--- src/rtl/ascon_p_ctrl_if.sv ---
// Request/response handshake bundle between a client and the Ascon permutation controller.
// The client drives the request side and the controller drives the response side.
interface ascon_p_ctrl_if #(
    parameter int BW = 64
);
    logic              in_valid;
    logic              in_ready;
    logic [3:0]        in_nr;
    logic [5*BW-1:0]   in_state;
    logic              out_valid;
    logic              out_ready;
    logic [5*BW-1:0]   out_state;

    modport master (
        output in_valid, in_nr, in_state, out_ready,
        input  in_ready, out_valid, out_state
    );

    modport slave (
        input  in_valid, in_nr, in_state, out_ready,
        output in_ready, out_valid, out_state
    );
endinterface

--- src/rtl/ascon_p_ctrl.sv ---


module ascon_p_ctrl #(
    parameter int BW = 64
) (
    input  logic              clk,
    input  logic              rstn,
    ascon_p_ctrl_if.slave     bus,
    output logic [3:0]        core_round,
    output logic [5*BW-1:0]   core_s_in,
    input  logic [5*BW-1:0]   core_s_out
);
    localparam logic [1:0] IDLE = 2'd0;
    localparam logic [1:0] RUN  = 2'd1;
    localparam logic [1:0] CAPT = 2'd2;
    localparam logic [1:0] DONE = 2'd3;

    logic [1:0]      fsm_q, fsm_d;
    logic [3:0]      rnd_q, rnd_d;
    logic [3:0]      cnt_q, cnt_d;
    logic [5*BW-1:0] state_q, state_d;
    logic [5*BW-1:0] out_state_q, out_state_d;
    logic            out_valid_q, out_valid_d;
    logic            first_q, first_d;
    logic [3:0]      nr_eff_s;

    assign nr_eff_s      = (bus.in_nr > 4'd12) ? 4'd12 : bus.in_nr;
    assign bus.in_ready  = rstn && (fsm_q == IDLE);
    assign bus.out_valid = out_valid_q;
    assign bus.out_state = out_state_q;
    assign core_round    = rnd_q;
    // The core's own output is fed back from the second RUN cycle onward.
    assign core_s_in     = ((fsm_q == RUN) && !first_q) ? core_s_out : state_q;

    // Next-state logic for the request/round/capture sequence.
    always_comb begin
        fsm_d       = fsm_q;
        rnd_d       = rnd_q;
        cnt_d       = cnt_q;
        state_d     = state_q;
        out_state_d = out_state_q;
        out_valid_d = out_valid_q;
        first_d     = first_q;
        case (fsm_q)
            IDLE: begin
                if (bus.in_valid && bus.in_ready) begin
                    state_d = bus.in_state;
                    if (nr_eff_s == 4'd0) begin
                        out_state_d = bus.in_state;
                        out_valid_d = 1'b1;
                        cnt_d       = 4'd0;
                        fsm_d       = DONE;
                    end else begin
                        rnd_d   = 4'd12 - nr_eff_s;
                        cnt_d   = nr_eff_s;
                        first_d = 1'b1;
                        fsm_d   = RUN;
                    end
                end else begin
                    fsm_d = IDLE;
                end
            end
            RUN: begin
                rnd_d   = rnd_q + 4'd1;
                cnt_d   = cnt_q - 4'd1;
                first_d = 1'b0;
                if (rnd_q == 4'd11) begin
                    fsm_d = CAPT;
                end else begin
                    fsm_d = RUN;
                end
            end
            CAPT: begin
                out_state_d = core_s_out;
                out_valid_d = 1'b1;
                fsm_d       = DONE;
            end
            DONE: begin
                if (bus.out_ready) begin
                    out_valid_d = 1'b0;
                    fsm_d       = IDLE;
                end else begin
                    fsm_d = DONE;
                end
            end
            default: begin
                out_valid_d = 1'b0;
                fsm_d       = IDLE;
            end
        endcase
    end

    // State registers with synchronous active-low reset.
    always_ff @(posedge clk) begin
        if (!rstn) begin
            fsm_q       <= IDLE;
            rnd_q       <= 4'd0;
            cnt_q       <= 4'd0;
            state_q     <= '0;
            out_state_q <= '0;
            out_valid_q <= 1'b0;
            first_q     <= 1'b0;
        end else begin
            fsm_q       <= fsm_d;
            rnd_q       <= rnd_d;
            cnt_q       <= cnt_d;
            state_q     <= state_d;
            out_state_q <= out_state_d;
            out_valid_q <= out_valid_d;
            first_q     <= first_d;
        end
    end
endmodule

--- src/flat_wrapper.sv ---
// flat-port wrapper written by rule: the top's interface ports become plain ports
module ascon_p_ctrl_flat 
#(
    parameter int BW = 64
)
  (clk, rstn, core_round, core_s_in, core_s_out, bus_in_valid, bus_in_nr, bus_in_state, bus_out_ready, bus_in_ready, bus_out_valid, bus_out_state);
  ascon_p_ctrl_if #(.BW(BW)) bus_i ();
  input  logic clk;
  input  logic rstn;
  output logic [3:0] core_round;
  output logic [5*BW-1:0] core_s_in;
  input  logic [5*BW-1:0] core_s_out;
  input wire logic [$bits(bus_i.in_valid)-1:0] bus_in_valid;
  input wire logic [$bits(bus_i.in_nr)-1:0] bus_in_nr;
  input wire logic [$bits(bus_i.in_state)-1:0] bus_in_state;
  input wire logic [$bits(bus_i.out_ready)-1:0] bus_out_ready;
  output wire logic [$bits(bus_i.in_ready)-1:0] bus_in_ready;
  output wire logic [$bits(bus_i.out_valid)-1:0] bus_out_valid;
  output wire logic [$bits(bus_i.out_state)-1:0] bus_out_state;
  assign bus_i.in_valid = bus_in_valid;
  assign bus_i.in_nr = bus_in_nr;
  assign bus_i.in_state = bus_in_state;
  assign bus_i.out_ready = bus_out_ready;
  assign bus_in_ready = bus_i.in_ready;
  assign bus_out_valid = bus_i.out_valid;
  assign bus_out_state = bus_i.out_state;
  ascon_p_ctrl #(.BW(BW)) u_core (.clk(clk), .rstn(rstn), .bus(bus_i), .core_round(core_round), .core_s_in(core_s_in), .core_s_out(core_s_out));
endmodule
--- config.mk ---
export PLATFORM = sky130hd
export DESIGN_NAME = ascon_p_ctrl_flat
export DESIGN_NICKNAME = d
export VERILOG_FILES = /design/src/rtl/ascon_p_ctrl_if.sv /design/src/rtl/ascon_p_ctrl.sv /design/src/flat_wrapper.sv
export SDC_FILE = /design/constraint.sdc
export NUM_CORES = 2
export LEC_CHECK = 0
export BUFFER_PORTS_ARGS = -buffer_cell sky130_fd_sc_hd__buf_4
export CORE_AREA = 4 4 505 507
export DETAILED_ROUTE_END_ITERATION = 10
export DIE_AREA = 0 0 509 511
export PLACE_DENSITY_LB_ADDON = 0.15
export SYNTH_ARGS = -nofsm -noshare
export SYNTH_HDL_FRONTEND = slang
export SYNTH_SLANG_ARGS = --single-unit
--- constraint.sdc ---
create_clock -name clk -period 2.6 [get_ports clk]
set_input_delay 0.13 -clock clk [delete_from_list [all_inputs] [get_ports clk]]
set_output_delay 0.13 -clock clk [all_outputs]
set_load 0.02 [all_outputs]
* Word-level counts from Yosys, hierarchy flattened
Index checks and enable logic that the tools add are counted.
Storage, ports and cells: output and inout bits 646, register bits after elaboration 648, word-level logic and storage cells 50, bits of input ports 648
Cells by class: $add $sub $neg 2, equal/unequal tests 8, reductions and logical operators 13, magnitude comparators 1, mux-type cells 20
Operator list (number):
- 320-bit 2-to-1 mux | 3
- 320-bit one-hot mux with 2 select lines | 1
- 4-bit 2-to-1 mux | 3
- 2-bit 2-to-1 mux | 4
- 2-bit inequality test (second input constant) | 4
- 2-bit one-hot mux with 4 select lines | 1
- 4-bit one-hot mux with 2 select lines | 1
- 3-bit AND reduction | 2
- 1-bit 2-to-1 mux | 5
- 4-bit by 1-bit adder with 4-bit output (second input constant) | 1
- 2-bit == test (second input constant) | 2
- 4-bit == test (second input constant) | 1
- 4-bit greater-than comparator (second input constant) | 1
- 4-bit zero test | 1
- 4-bit AND reduction | 1
- 2-bit nonzero test | 2
- 4-bit subtractor (first input constant) | 1
- 1-bit logical AND | 3
- 1-bit one-hot mux with 3 select lines | 1
- 3-bit nonzero test | 1
- 2-bit by 1-bit == test with 1-bit output (second input constant) | 1
- 2-bit zero test | 1
- 1-bit one-hot mux with 2 select lines | 1
- 2-bit AND reduction | 1
- 1-bit zero test | 1

* Depth between registers and ports, before layout
depth in word-level cells 6, mapped depth 10, depth with buffers taken out 7

* Worst setup path before layout
No wires, ideal clock.
path kind flip-flop to output port, from register u_core.fsm_q[1], to output port core_s_in[100], path slack 0.901 ns, arrival 1.569 ns, required time 2.470 ns, stages on the path, launching flop included 7, buffers on the path 3, path through dfxtp_1 > buf_2 > nand2b_1 > nor2_1 > buf_2 > buf_2 > mux2_2
On the way: word-level cells in the longest chain between the ends 3
Ends and longest elaborated chain:
- from (decl) | line ascon_p_ctrl.sv:18 | logic [1:0] fsm_q, fsm_d;
- from (signal assigned) | line ascon_p_ctrl.sv:104 | fsm_q <= fsm_d;
- 2-bit by 1-bit == test with 1-bit output | line ascon_p_ctrl.sv:33 | assign core_s_in = ((fsm_q == RUN) && !first_q) ? core_s_out : state_q;
- 1-bit logical AND | line ascon_p_ctrl.sv:33
- 320-bit 2-to-1 mux | line ascon_p_ctrl.sv:33
- to (decl) | line flat_wrapper.sv:11 | output logic [5*BW-1:0] core_s_in;
No other way between the ends.

* Final worst setup path
from register u_core.fsm_q[1], to output port core_s_in[5]
The elaborated chain is that of the path after synthesis.

==> reports/results.ini <==
[drt]
wl_mm=216
drtAntennaViolNets=0
drt_iter0_drc=2177
wl_per_cell_um=24.2
first_pass_iters=5
viasPerCell=3.87
drc=0
vias=34500

[power]
power_density_nw_per_um2=563
ir_drop_mv=0.461
p_leak_nw=28.6

[setup_path]
path_class=reg2out
crit_top_cell=buf_12
critPathLaunchType=flop
cp.required_ns=2.47
cp-end-kind=output pin
crit_buf_inv=8
arrival_ns=2.64
regToRegEndpoint=u_core.core_round[3]$_SDFFE_PN0P_
cp_slowest_cell=dfxtp_4
cpLargestDelayFamily=buffers and inverters
r2r_setup_slack_ns=0.04
r2r_cells=6
cp_max_fo=5
slowest_delay_ns=0.34
worstPathCellList=nand2b_4 > nor2_4 > buf_12 > buf_16 > buf_12 > buf_12 > buf_12 > buf_12 > buf_16 > mux2_4 > buf_6
timing.rr.start=u_core.fsm_q[1]$_SDFF_PN0_

[timing]
finClkSkew_ns=0.0498
setup_violations=255
fin_crit_sh_pct=106
hold_viol=0
worst_pin_slew_ns=0.963
rsz0062_at_grt=yes
fin_ws_ns=-0.167
hold_ws_ns=0.127
fmax_ghz=0.361
setup-tns-final_ns=-14.33
slew_headroom_pct=35.8
drv_slew=0
post-route-min-period_ns=2.77

[logic_synthesis]
synth-async-reset-ratio_pct=0
ys_seq_area_share_pct=43.9
synth_ff_type=dfxtp_1
ys_types=32
synth.largest_area_cell=dfxtp_1
syn_inst=3581
netlist_top_cells_count=nand2_1 (1,286), dfxtp_1 (648), nand3_1 (642)
avgSynthCellArea_sq_um=8.26
synth.area.top_cells=dfxtp_1 (44%), nand2_1 (16%), mux2_2 (12%), nand3_1 (11%), o211a_1 (11%)
synth-edff-count=0
synth_top_cell_area_share_pct=43.9
syn-num-nets=4231
yosysMostFrequentCell=nand2_1
yosys_warnings=0
synthesis.area_sq_um=29600
synth-seq-cells=648

[floorplanning]
die_w_um=509
rows=184
initial_core_util_pct=11.8
ios=1294
die_h_um=511
core-area_sq_um=250000
dieArea_sq_um=260000

[cts]
clk_path_buf_depth=3
cts_tree=yes
clock_latency_ns=0.72
clk_pin_slew_ns=0.06
clkSinkCount=648
cts_buffers=91
cts_root_buf=clkbuf_16
h-tree-depth=3

[run_status]
outcome=finished with violations
violations=negative setup slack

[cells_and_area]
stdcell_count=8926
final_area_sq_um=55600
area_delta_synth_final_pct=88.2
nets=6133
drive_above_1_share_pct=35.1
nFillCells=27900

[global_routing]
grt_pass1_vias=35200
grt_usage_pct=15.8
grt-ovfl-total=0
gr-max-usage-layer=met2
grt_max_degree=139
grt.met3_usage_pct=4.82
use_met2_pct=26.8
grt_pass1_wl_mm=295
antenna_found_initial=99
use_met1_pct=19.6

[placed_design]
port_buffers=1293
gp_congestion=0.834
dpl_cell_area_sq_um=43700
dp_cells=8032
dp.final_hpwl_mm=164

[worst_hold_path]
hp-class=in2reg
hold_start=bus_in_valid
hold_depth=5
hold_end=u_core.state_q[143]$_SDFFE_PN0P_

[flow_run]
maxCapViolations=0

[per-stage QoR]
stage	setup slack, ns	power (W)	utilization, %
after floorplan	0.901	0.0135	-
after global placement	-0.00494	0.0169	17.4
after detailed placement	0.0370	0.0169	17.4
after CTS	-0.348	0.0319	22.1
after global routing	-0.317	0.0327	22.2
final	-0.167	0.0313	22.2
[what timing repair did]
action                     4_1_cts  5_1_grt
setup endpoints to repair      317      315
cloned                          18        3
hold endpoints to repair       647        0
resized for setup              302       66
pin swaps                        1        1
setup buffers                   33        5
hold buffers                   652        0
[flip-flops by register name, indices dropped and copies added (netlist names)]
name                  cells
u_core.fsm_q              2
u_core.bus.out_valid      1
u_core.bus.out_state    320
u_core.state_q          320
u_core.core_round         4
u_core.first_q            1
[layout by cell type, fill, tap and decap left out, types with 2 or more instances in the layout]
cell,Yosys,routed
xnor2_1,2,2
nand2b_4,0,2
buf_4,22,1237
mux2_2,320,164
clkbuf_1,147,23
bufinv_16,0,3
a21oi_1,4,4
nand2_1,1286,1286
clkbuf_8,0,22
clkinv_2,0,14
dlygate4sd3_1,0,652
ha_1,2,2
bufbuf_16,0,3
buf_8,0,11
buf_12,0,53
nor2_1,5,4
o21ai_0,2,2
nand3_1,642,642
clkinv_16,0,3
mux2_4,0,156
diode_2,0,26
o211a_1,321,321
clkbuf_16,0,96
clkinv_4,0,2
and3_1,3,3
buf_16,0,26
dfxtp_1,648,647
buf_6,1,149
o31a_1,2,2
o21a_1,2,2
[per-layer routing]
layer	vias to the layer above	share of wire, %
met5	-	0.15
li1	16100	-
met1	16800	43
met4	58	1.9
met2	1342	47
met3	276	8.1
[tightest hold or removal path, cell delays in order]
cell,delay [ns]
buf_4,0.14
nor4bb_4,0.20
buf_12,0.17
nand2_1,0.09
nand2_1,0.04
[worst max path at each step]
stage                                    start                                 to  cells past startpoint
detailed placement  u_core.fsm_q[1]$_SDFF_PN0_  u_core.core_round[3]$_SDFFE_PN0P_                      5
global placement    u_core.fsm_q[1]$_SDFF_PN0_  u_core.core_round[3]$_SDFFE_PN0P_                      5
CTS                 u_core.fsm_q[1]$_SDFF_PN0_                      core_s_in[19]                     10
global route        u_core.fsm_q[1]$_SDFF_PN0_                       core_s_in[5]                     11
finish              u_core.fsm_q[1]$_SDFF_PN0_                       core_s_in[5]                     11
floorplan           u_core.fsm_q[1]$_SDFF_PN0_                     core_s_in[100]                      6
[logic make-up (layout without fill, tap and decap cells)]
group                      count (synthesis)  count (layout)  share of synthesized area [%]
AOI/OAI and AO/OA                        336             336                           11.2
xor gates and xnor gates                   3               3                         0.0889
adders and majority gates                  2               2                         0.0846
buffers and inverters                    326            2297                           4.97
DFF                                      648             648                           43.9
muxes                                    321             321                           12.2
other                                      0              26                              0
and+or+nand+nor                         1945            1945                           27.6
[final cells by class]
cell class	instances	area (sq um)	share of cell area, %
timing repair buffer	2134	19600	35.2
multi-input combinational	2607	15800	28.4
sequential	648	13000	23.3
tap	3348	4190	7.53
clock buffer	138	2720	4.88
clock inverter	24	295	0.531
antenna	26	65.1	0.117
inverter	1	3.75	0.00675
[power breakdown]
part | total (W) | internal (W) | switching, W
clock network | 0.0129 | 0.00751 | 0.00538
logic | 0.00767 | 0.00379 | 0.00388
registers | 0.0107 | 0.0104 | 0.000293
No activity file was read; power rests on OpenSTA's default activity.
